<file path="config.mk">
export PLATFORM = sky130hd
export DESIGN_NAME = iiitb_icg_ctrl
export DESIGN_NICKNAME = d
export VERILOG_FILES = /design/src/rtl/iiitb_icg_pkg.sv /design/src/rtl/iiitb_sat_cnt.sv /design/src/rtl/iiitb_icg_ctrl.sv
export SDC_FILE = /design/constraint.sdc
export NUM_CORES = 1
export LEC_CHECK = 0
export ABC_AREA = 1
export CAP_MARGIN = 40
export CORE_MARGIN = 2
export CORE_UTILIZATION = 30
export DETAILED_ROUTE_END_ITERATION = 6
export SLEW_MARGIN = 25
export SYNTH_ARGS = -nofsm -noshare
export SYNTH_HDL_FRONTEND = slang
export SYNTH_SLANG_ARGS = --single-unit
</file>
<file path="constraint.sdc">
create_clock -name clk -period 1.59 [get_ports clk]
set_input_delay 0.318 -clock clk [delete_from_list [all_inputs] [get_ports clk]]
set_output_delay 0.318 -clock clk [all_outputs]
set_load 0.05 [all_outputs]
</file>
<file path="src/rtl/iiitb_icg_pkg.sv">
// Shared types and defaults for the iiitb_icg enable controller.
// The state enum and counter widths are used by the controller and by reuse sites.
package iiitb_icg_pkg;

    typedef enum logic [1:0] {
        RUN   = 2'd0,
        DRAIN = 2'd1,
        GATED = 2'd2,
        WAKE  = 2'd3
    } icg_state_e;

    localparam int IDLE_W = 8;
    localparam int WAKE_W = 4;

    localparam int IDLE_CYCLES_DEF = 8;
    localparam int WAKE_CYCLES_DEF = 2;

endpackage

</file>
<file path="src/rtl/iiitb_sat_cnt.sv">
// Parameterised-width up-counter with synchronous clear that sticks at all-ones.
// Used for gate-event counting; also suitable for idle statistics.
module iiitb_sat_cnt #(
    parameter int W = 16
) (
    input  logic         clk,
    input  logic         reset,
    input  logic         clr,
    input  logic         inc,
    output logic [W-1:0] count
);

    logic [W-1:0] count_reg;
    logic [W-1:0] count_next;

    always_comb begin
        count_next = count_reg;
        if (clr) begin
            count_next = '0;
        end else if (inc && (count_reg != {W{1'b1}})) begin
            count_next = count_reg + W'(1);
        end
    end

    always_ff @(posedge clk or negedge reset) begin
        if (!reset) begin
            count_reg <= '0;
        end else begin
            count_reg <= count_next;
        end
    end

    assign count = count_reg;

endmodule

</file>
<file path="src/rtl/iiitb_icg_ctrl.sv">
// Enable-side controller for the iiitb_icg clock gate: gates after a run of idle
// cycles, re-enables on demand and holds ready low until the gated clock settles.
module iiitb_icg_ctrl
    import iiitb_icg_pkg::*;
#(
    parameter int IDLE_CYCLES = IDLE_CYCLES_DEF,
    parameter int WAKE_CYCLES = WAKE_CYCLES_DEF,
    parameter int CNT_W       = 16
) (
    input  logic             clk,
    input  logic             reset,
    input  logic             act_i,
    input  logic             force_on_i,
    output logic             icg_en_o,
    output logic             ready_o,
    output logic             gated_o,
    output logic [CNT_W-1:0] gate_cnt_o
);

    localparam logic [IDLE_W-1:0] IDLE_LAST = IDLE_W'(IDLE_CYCLES - 1);
    localparam logic [WAKE_W-1:0] WAKE_LAST = WAKE_W'(WAKE_CYCLES - 1);

    icg_state_e        state_reg;
    icg_state_e        state_next;
    logic [IDLE_W-1:0] idle_reg;
    logic [IDLE_W-1:0] idle_next;
    logic [WAKE_W-1:0] wake_reg;
    logic [WAKE_W-1:0] wake_next;
    logic              en_reg;
    logic              ready_reg;
    logic              gated_reg;
    logic              gate_inc;

    // Override wins over every state so a scan chain always sees a running clock.
    always_comb begin
        state_next = state_reg;
        idle_next  = idle_reg;
        wake_next  = wake_reg;
        gate_inc   = 1'b0;
        if (force_on_i) begin
            state_next = RUN;
            idle_next  = '0;
            wake_next  = '0;
        end else begin
            case (state_reg)
                RUN: begin
                    if (act_i) begin
                        idle_next = '0;
                    end else if (idle_reg == IDLE_LAST) begin
                        state_next = DRAIN;
                        idle_next  = '0;
                    end else begin
                        idle_next = idle_reg + IDLE_W'(1);
                    end
                end
                DRAIN: begin
                    if (act_i) begin
                        state_next = RUN;
                    end else begin
                        state_next = GATED;
                        gate_inc   = 1'b1;
                    end
                end
                GATED: begin
                    if (act_i) begin
                        state_next = WAKE;
                        wake_next  = '0;
                    end
                end
                WAKE: begin
                    if (wake_reg == WAKE_LAST) begin
                        state_next = RUN;
                        idle_next  = '0;
                    end else begin
                        wake_next = wake_reg + WAKE_W'(1);
                    end
                end
                default: begin
                    state_next = RUN;
                    idle_next  = '0;
                    wake_next  = '0;
                end
            endcase
        end
    end

    // Outputs are decoded from the next state so they change on the same edge as the state.
    always_ff @(posedge clk or negedge reset) begin
        if (!reset) begin
            state_reg <= RUN;
            idle_reg  <= '0;
            wake_reg  <= '0;
            en_reg    <= 1'b1;
            ready_reg <= 1'b1;
            gated_reg <= 1'b0;
        end else begin
            state_reg <= state_next;
            idle_reg  <= idle_next;
            wake_reg  <= wake_next;
            en_reg    <= (state_next != GATED);
            ready_reg <= (state_next == RUN);
            gated_reg <= (state_next == GATED);
        end
    end

    iiitb_sat_cnt #(
        .W(CNT_W)
    ) u_gate_cnt (
        .clk  (clk),
        .reset(reset),
        .clr  (1'b0),
        .inc  (gate_inc),
        .count(gate_cnt_o)
    );

    assign icg_en_o = en_reg | force_on_i;
    assign ready_o  = ready_reg;
    assign gated_o  = gated_reg;

endmodule

</file>
* Word-level counts from Yosys, hierarchy flattened
Index checks and enable logic that the tools add are counted.
** Word-level totals
- Output and inout bits :: 19
- Bits in registers :: 33
- Input bits :: 4
** Cells by class
- $add $sub $neg :: 3
- Equality and inequality tests :: 11
- Reduce and logical (&&, ||, !) cells :: 7
- Muxes and demuxes :: 19
- Bitwise operators :: 1
** Operator list (count)
- two-way mux 8 bit :: 4
- adder 16 x 1 -> 16 bit, second input constant :: 1
- inequality test 16 bit, second input constant :: 1
- one-hot mux 8 bit (2 select lines) :: 1
- two-way mux 2 bit :: 6
- two-way mux 4 bit :: 3
- inequality test 3 bit, second input constant :: 3
- adder 8 x 1 -> 8 bit, second input constant :: 1
- == test 8 x 3 -> 1 bit, second input constant :: 1
- one-hot mux 2 bit (4 select lines) :: 1
- one-hot mux 4 bit (2 select lines) :: 1
- == test 2 bit, second input constant :: 3
- nonzero test 3 bit :: 2
- adder 4 x 1 -> 4 bit, second input constant :: 1
- == test 4 x 1 -> 1 bit, second input constant :: 1
- zero test 2 bit :: 2
- two-way mux 1 bit :: 3
- AND reduction 3 bit :: 1
- == test 2 x 1 -> 1 bit, second input constant :: 1
- inequality test 2 bit, second input constant :: 1
- AND reduction 2 bit :: 1
- logical AND 1 bit :: 1
- OR 1 bit :: 1

* Logic depth before layout (Yosys ltp)
- Depth in word-level cells :: 6
- Depth in mapped cells :: 10

* Cells and area by module
Synthesis repeated with hierarchy kept, for this count alone.
** Second synthesis, totals
- Cells, all modules :: 283
- Area total of the unflattened synthesis :: 2039.5 sq um
** Modules (own cells, without submodules)
- iiitb_sat_cnt :: instances 1, area an instance 1037.2 sq um, cells an instance 144
- iiitb_icg_ctrl :: instances 1, area an instance 1002.2 sq um, cells an instance 139

* Worst setup path before layout
No wires, ideal clock.
- Kind :: reg-to-reg
- Start point :: register u_gate_cnt.count_reg[1], in the netlist u_gate_cnt.count[1]
- End point :: register u_gate_cnt.count_reg[3], in the netlist u_gate_cnt.count[3]
- Setup time :: 118 ps
- Stages on the path, launching flop included :: 10
- Arrival time :: 1810 ps
- Setup slack :: -338 ps
- Buffers on the path :: 1
- Path through :: dfrtp_1 > ha_1 > nand3_2 > clkinv_1 > nand2_2 > o21ai_4 > inv_4 > buf_6 > nand2_1 > nand2_1
** On the way
- Cells in the longest elaborated chain, start to end :: 2
- Elaborated cells between the ends (all ways) :: 3
- Classes of those cells :: add/sub (1); eq/ne (1); reduce/logical (1)
** RTL lines
- from (decl) :: RTL line iiitb_sat_cnt.sv:13 : logic [W-1:0] count_reg;
- from (signal assigned) :: RTL line iiitb_sat_cnt.sv:29 : count_reg <= count_next;
- branches (longest 2 deep; another with adder 16 x 1 -> 16 bit)
Several ways; the timed one is not identified.
A chain may end at the register's enable or synchronous reset.

* Final worst setup path
- Start point :: register u_gate_cnt.count_reg[1], in the netlist u_gate_cnt.count[1]
- End point :: register u_gate_cnt.count_reg[1], in the netlist u_gate_cnt.count[1]
Same word-level chain as after synthesis.

==> flow_summary_export.csv <==
group,metric,value,unit
floorplanning,die_width,84.4,microns
critical_path,r2r_start,"u_gate_cnt.count[1]",
routing,vias_per_cell,4.56,
critical_path,critical_path.max_stage_delay,430,ps
outcome,outcome,"finished clean",
cells_and_area,commonest_non_fill_non_tap_cells_in_the_layout,"sky130_fd_sc_hd__nand2_1 (105), sky130_fd_sc_hd__buf_4 (30), sky130_fd_sc_hd__inv_1 (29)",
critical_path,worst_path_max_delay_cell,"sky130_fd_sc_hd__dfrtp_2",
power,power.density,957,nW/um^2
sta,fin_worst_skew,2.67,ps
critical_path,worstRegToRegCells,9,
cts,cts-htree-levels,2,
critical_path,timing.critical_path.from_type,"flip-flop",
synth,synth.yosys.warnings,0,
global_route,grt_start_max_net_pins,34,
sta,max_slew_margin,0.815,
global_route,antenna_found_initial,0,
routing,initialDrtViolationCount,47,
cells_and_area,num_antenna_cells,0,
sta,period_share,0.887,
job,max_cap_violations,0,
synth,postSynthAreaPerCell,7.13,sq um
sta,setup_violations,0,
critical_path,crit_path_cell_trace,"ha_4, nand3_4, clkinv_4, nand2_4, o21ai_4, buf_4, buf_4, nand2_1, nand2_1",
critical_path,crit_path_max_fanout,7,
power,switching_power_share_of_the_total,0.356,
critical_path,critical_path.n_buffers_inverters,3,
synth,syn-instance-count,272,
floorplanning,chipHeight,84.4,microns
cells_and_area,post_route_cells_drive_above_1_share,0.270,
routing,wl,4310,microns
power,power.leakage,1.34,nW
cts,cts-buffers-inserted,5,
critical_path,setup.worst_path.class,"flip-flop to flip-flop",
worst_hold_path,worstHoldPathType,"input pin to async pin",
synth,yosys_register_bits,33,
power,power_frac_clock,0.244,
synth,seq_total_area_yosys,0.427,
cts,cts_max_path_buffers,2,
critical_path,worst-endpoint-arrival,1590,ps
sta,report.final.hold_viol_count,0,
floorplanning,placementRows,29,
power,power.switching,0.955,mW
sta,min_period,1410,ps
global_route,grt.total_usage,0.138,
critical_path,worst_setup_path_end_kind,"flip-flop",
placed_design,place.port_buffers,22,
floorplanning,io_pins,23,
power,cell_internal_pwr,1.73,mW
floorplanning,initial_utilization,0.307,
critical_path,r2r_setup_slack,180,ps
power,power.sequential.fraction,0.390,
cells_and_area,largest_register_ffs,16,
sta,timing_max_transition_violations_final,0,
placed_design,place_congestion,0.823,
global_route,grt_pass1_wl,8090,microns
sta,clock.fmax,709,MHz
critical_path,regToRegEndpoint,"u_gate_cnt.count[1]",
routing,number_of_vias_in_the_routed_layout,1854,
cts,clk_root_buffer_cell,"sky130_fd_sc_hd__clkbuf_8",
global_route,first_global_vias,1884,
sta,final_worst_hold_slack,401,ps
synth,synthesis.nets,280,
power,fraction_of_power_consumed_by_combinational_cells,0.366,
critical_path,crit_required,1770,ps
cells_and_area,seqCellArea,847,sq um
floorplanning,floorplan.die_area,7120,sq um
sta,setup_repair_after_global_routing_missed_its_margin,"no",
power,max_ir_drop_vdd,0.954,mV
cts,worst_setup_hold_path_clk_slew,70,ps
sta,timing_worst_slew_pin_value,276,ps
critical_path,cp_top_family,"flip-flops",
cts,clock_sink_count,33,
routing,drtAntennaViolNets,0,
routing,drt_first_pass_iters,4,
floorplanning,floorplan.core_area,6310,sq um
placed_design,dp.final_hpwl,3190,microns
cells_and_area,multi_input_comb_area,995,sq um
cells_and_area,fin_nets,337,
cells_and_area,layout_commonest_cell,"sky130_fd_sc_hd__nand2_1",
synth,netlist_area,1940,sq um
cts,tritoncts,"done",
cells_and_area,final_core_util,0.444,
cells_and_area,nFillCells,625,
synth,yosys.cell_types.count,26,
cells_and_area,layout-area-overhead-vs-synth,44.5,%
cts,worstSkewPairLatency,280,ps
routing,wl_per_cell,10.6,microns
global_route,grt_overflow,0,
routing,remaining_drc_errors,0,
through the flow:
stage	cell area, sq um	std cells	TNS [ps]	setup WS [ps]	power, mW
2_1_floorplan	1990	272	-153	-16.9	1.61
3_3_place_gp	2650	394	-618	-118	2.01
3_5_place_dp	2650	394	-673	-106	2.01
4_1_cts	2760	403	0	12.4	2.69
5_1_grt	2800	407	0	5.19	2.85
6_report	2800	407	0	179	2.68
final cells by class:
class,instances,area share
clock buffer,8,0.0322
inverter,32,0.0456
multi-input combinational,204,0.355
timing repair buffer,53,0.230
tap,77,0.0344
sequential,33,0.303
metal layers:
layer | track usage | vias up | part of all wire
met3 | 0.0364 | 9 | 0.050
li1 | - | 966 | -
met5 | 0 | - | 0
met4 | 0.0491 | 0 | 0.017
met1 | 0.175 | 838 | 0.48
met2 | 0.227 | 41 | 0.45
power by group through the flow:
| stage | clock [mW] | sequential (mW) | combinational (mW) |
|---|---|---|---|
| finish | 0.654 | 1.05 | 0.981 |
| global route | 0.706 | 1.06 | 1.08 |
| CTS | 0.674 | 1.05 | 0.970 |
| detailed placement | 0 | 1.06 | 0.947 |
| global placement | 0 | 1.06 | 0.947 |
| floorplan | 0 | 1.24 | 0.372 |
Yosys cell counts (all sizes together):
cell / instances / share of area
a31oi: 1 / 0.0032
nor4: 1 / 0.0032
nor2: 32 / 0.071
xnor2: 8 / 0.036
xor2: 1 / 0.0045
nand4: 5 / 0.016
clkinv: 1 / 0.0019
ha: 4 / 0.026
a21oi: 5 / 0.013
buf: 3 / 0.014
or2: 1 / 0.0032
dfstp: 2 / 0.027
inv: 31 / 0.061
nand3: 22 / 0.059
dfrtp: 31 / 0.40
nand2: 109 / 0.21
o21ai: 15 / 0.045
worst max path at each step:
stage,end,slack (ps),start,cells past startpoint
finish,u_gate_cnt.count[1],180,u_gate_cnt.count[1],9
global route,idle_reg[7],5,idle_reg[0],10
floorplan,u_gate_cnt.count[3],-20,u_gate_cnt.count[1],9
CTS,icg_en_o,10,force_on_i,4
detailed placement,icg_en_o,-110,force_on_i,4
global placement,icg_en_o,-120,force_on_i,4
cells by family after synthesis:
| group | share of synthesized area |
|---|---|
| DFF | 0.427 |
| AOI/OAI and AO/OA | 0.0607 |
| adders and majority gates | 0.0258 |
| and+or+nand+nor | 0.368 |
| xor gates and xnor gates | 0.0407 |
| buffers and inverters | 0.0775 |
worst reg2reg max path, stage by stage, from the launching register on:
cell                       delay, ps
sky130_fd_sc_hd__dfrtp_2         430
sky130_fd_sc_hd__ha_4            180
sky130_fd_sc_hd__nand3_4         100
sky130_fd_sc_hd__clkinv_4         70
sky130_fd_sc_hd__nand2_4          70
sky130_fd_sc_hd__o21ai_4          60
sky130_fd_sc_hd__buf_4           160
sky130_fd_sc_hd__buf_4           140
sky130_fd_sc_hd__nand2_1          50
sky130_fd_sc_hd__nand2_1          50
timing repair:
item | CTS | global route
endpoints found under the setup margin | 1 | 17
pin swaps | 0 | 1
gates resized for setup | 4 | 5
hold buffers | 0 | 0
setup buffers | 1 | 4
(Power assumes the default switching activity.)
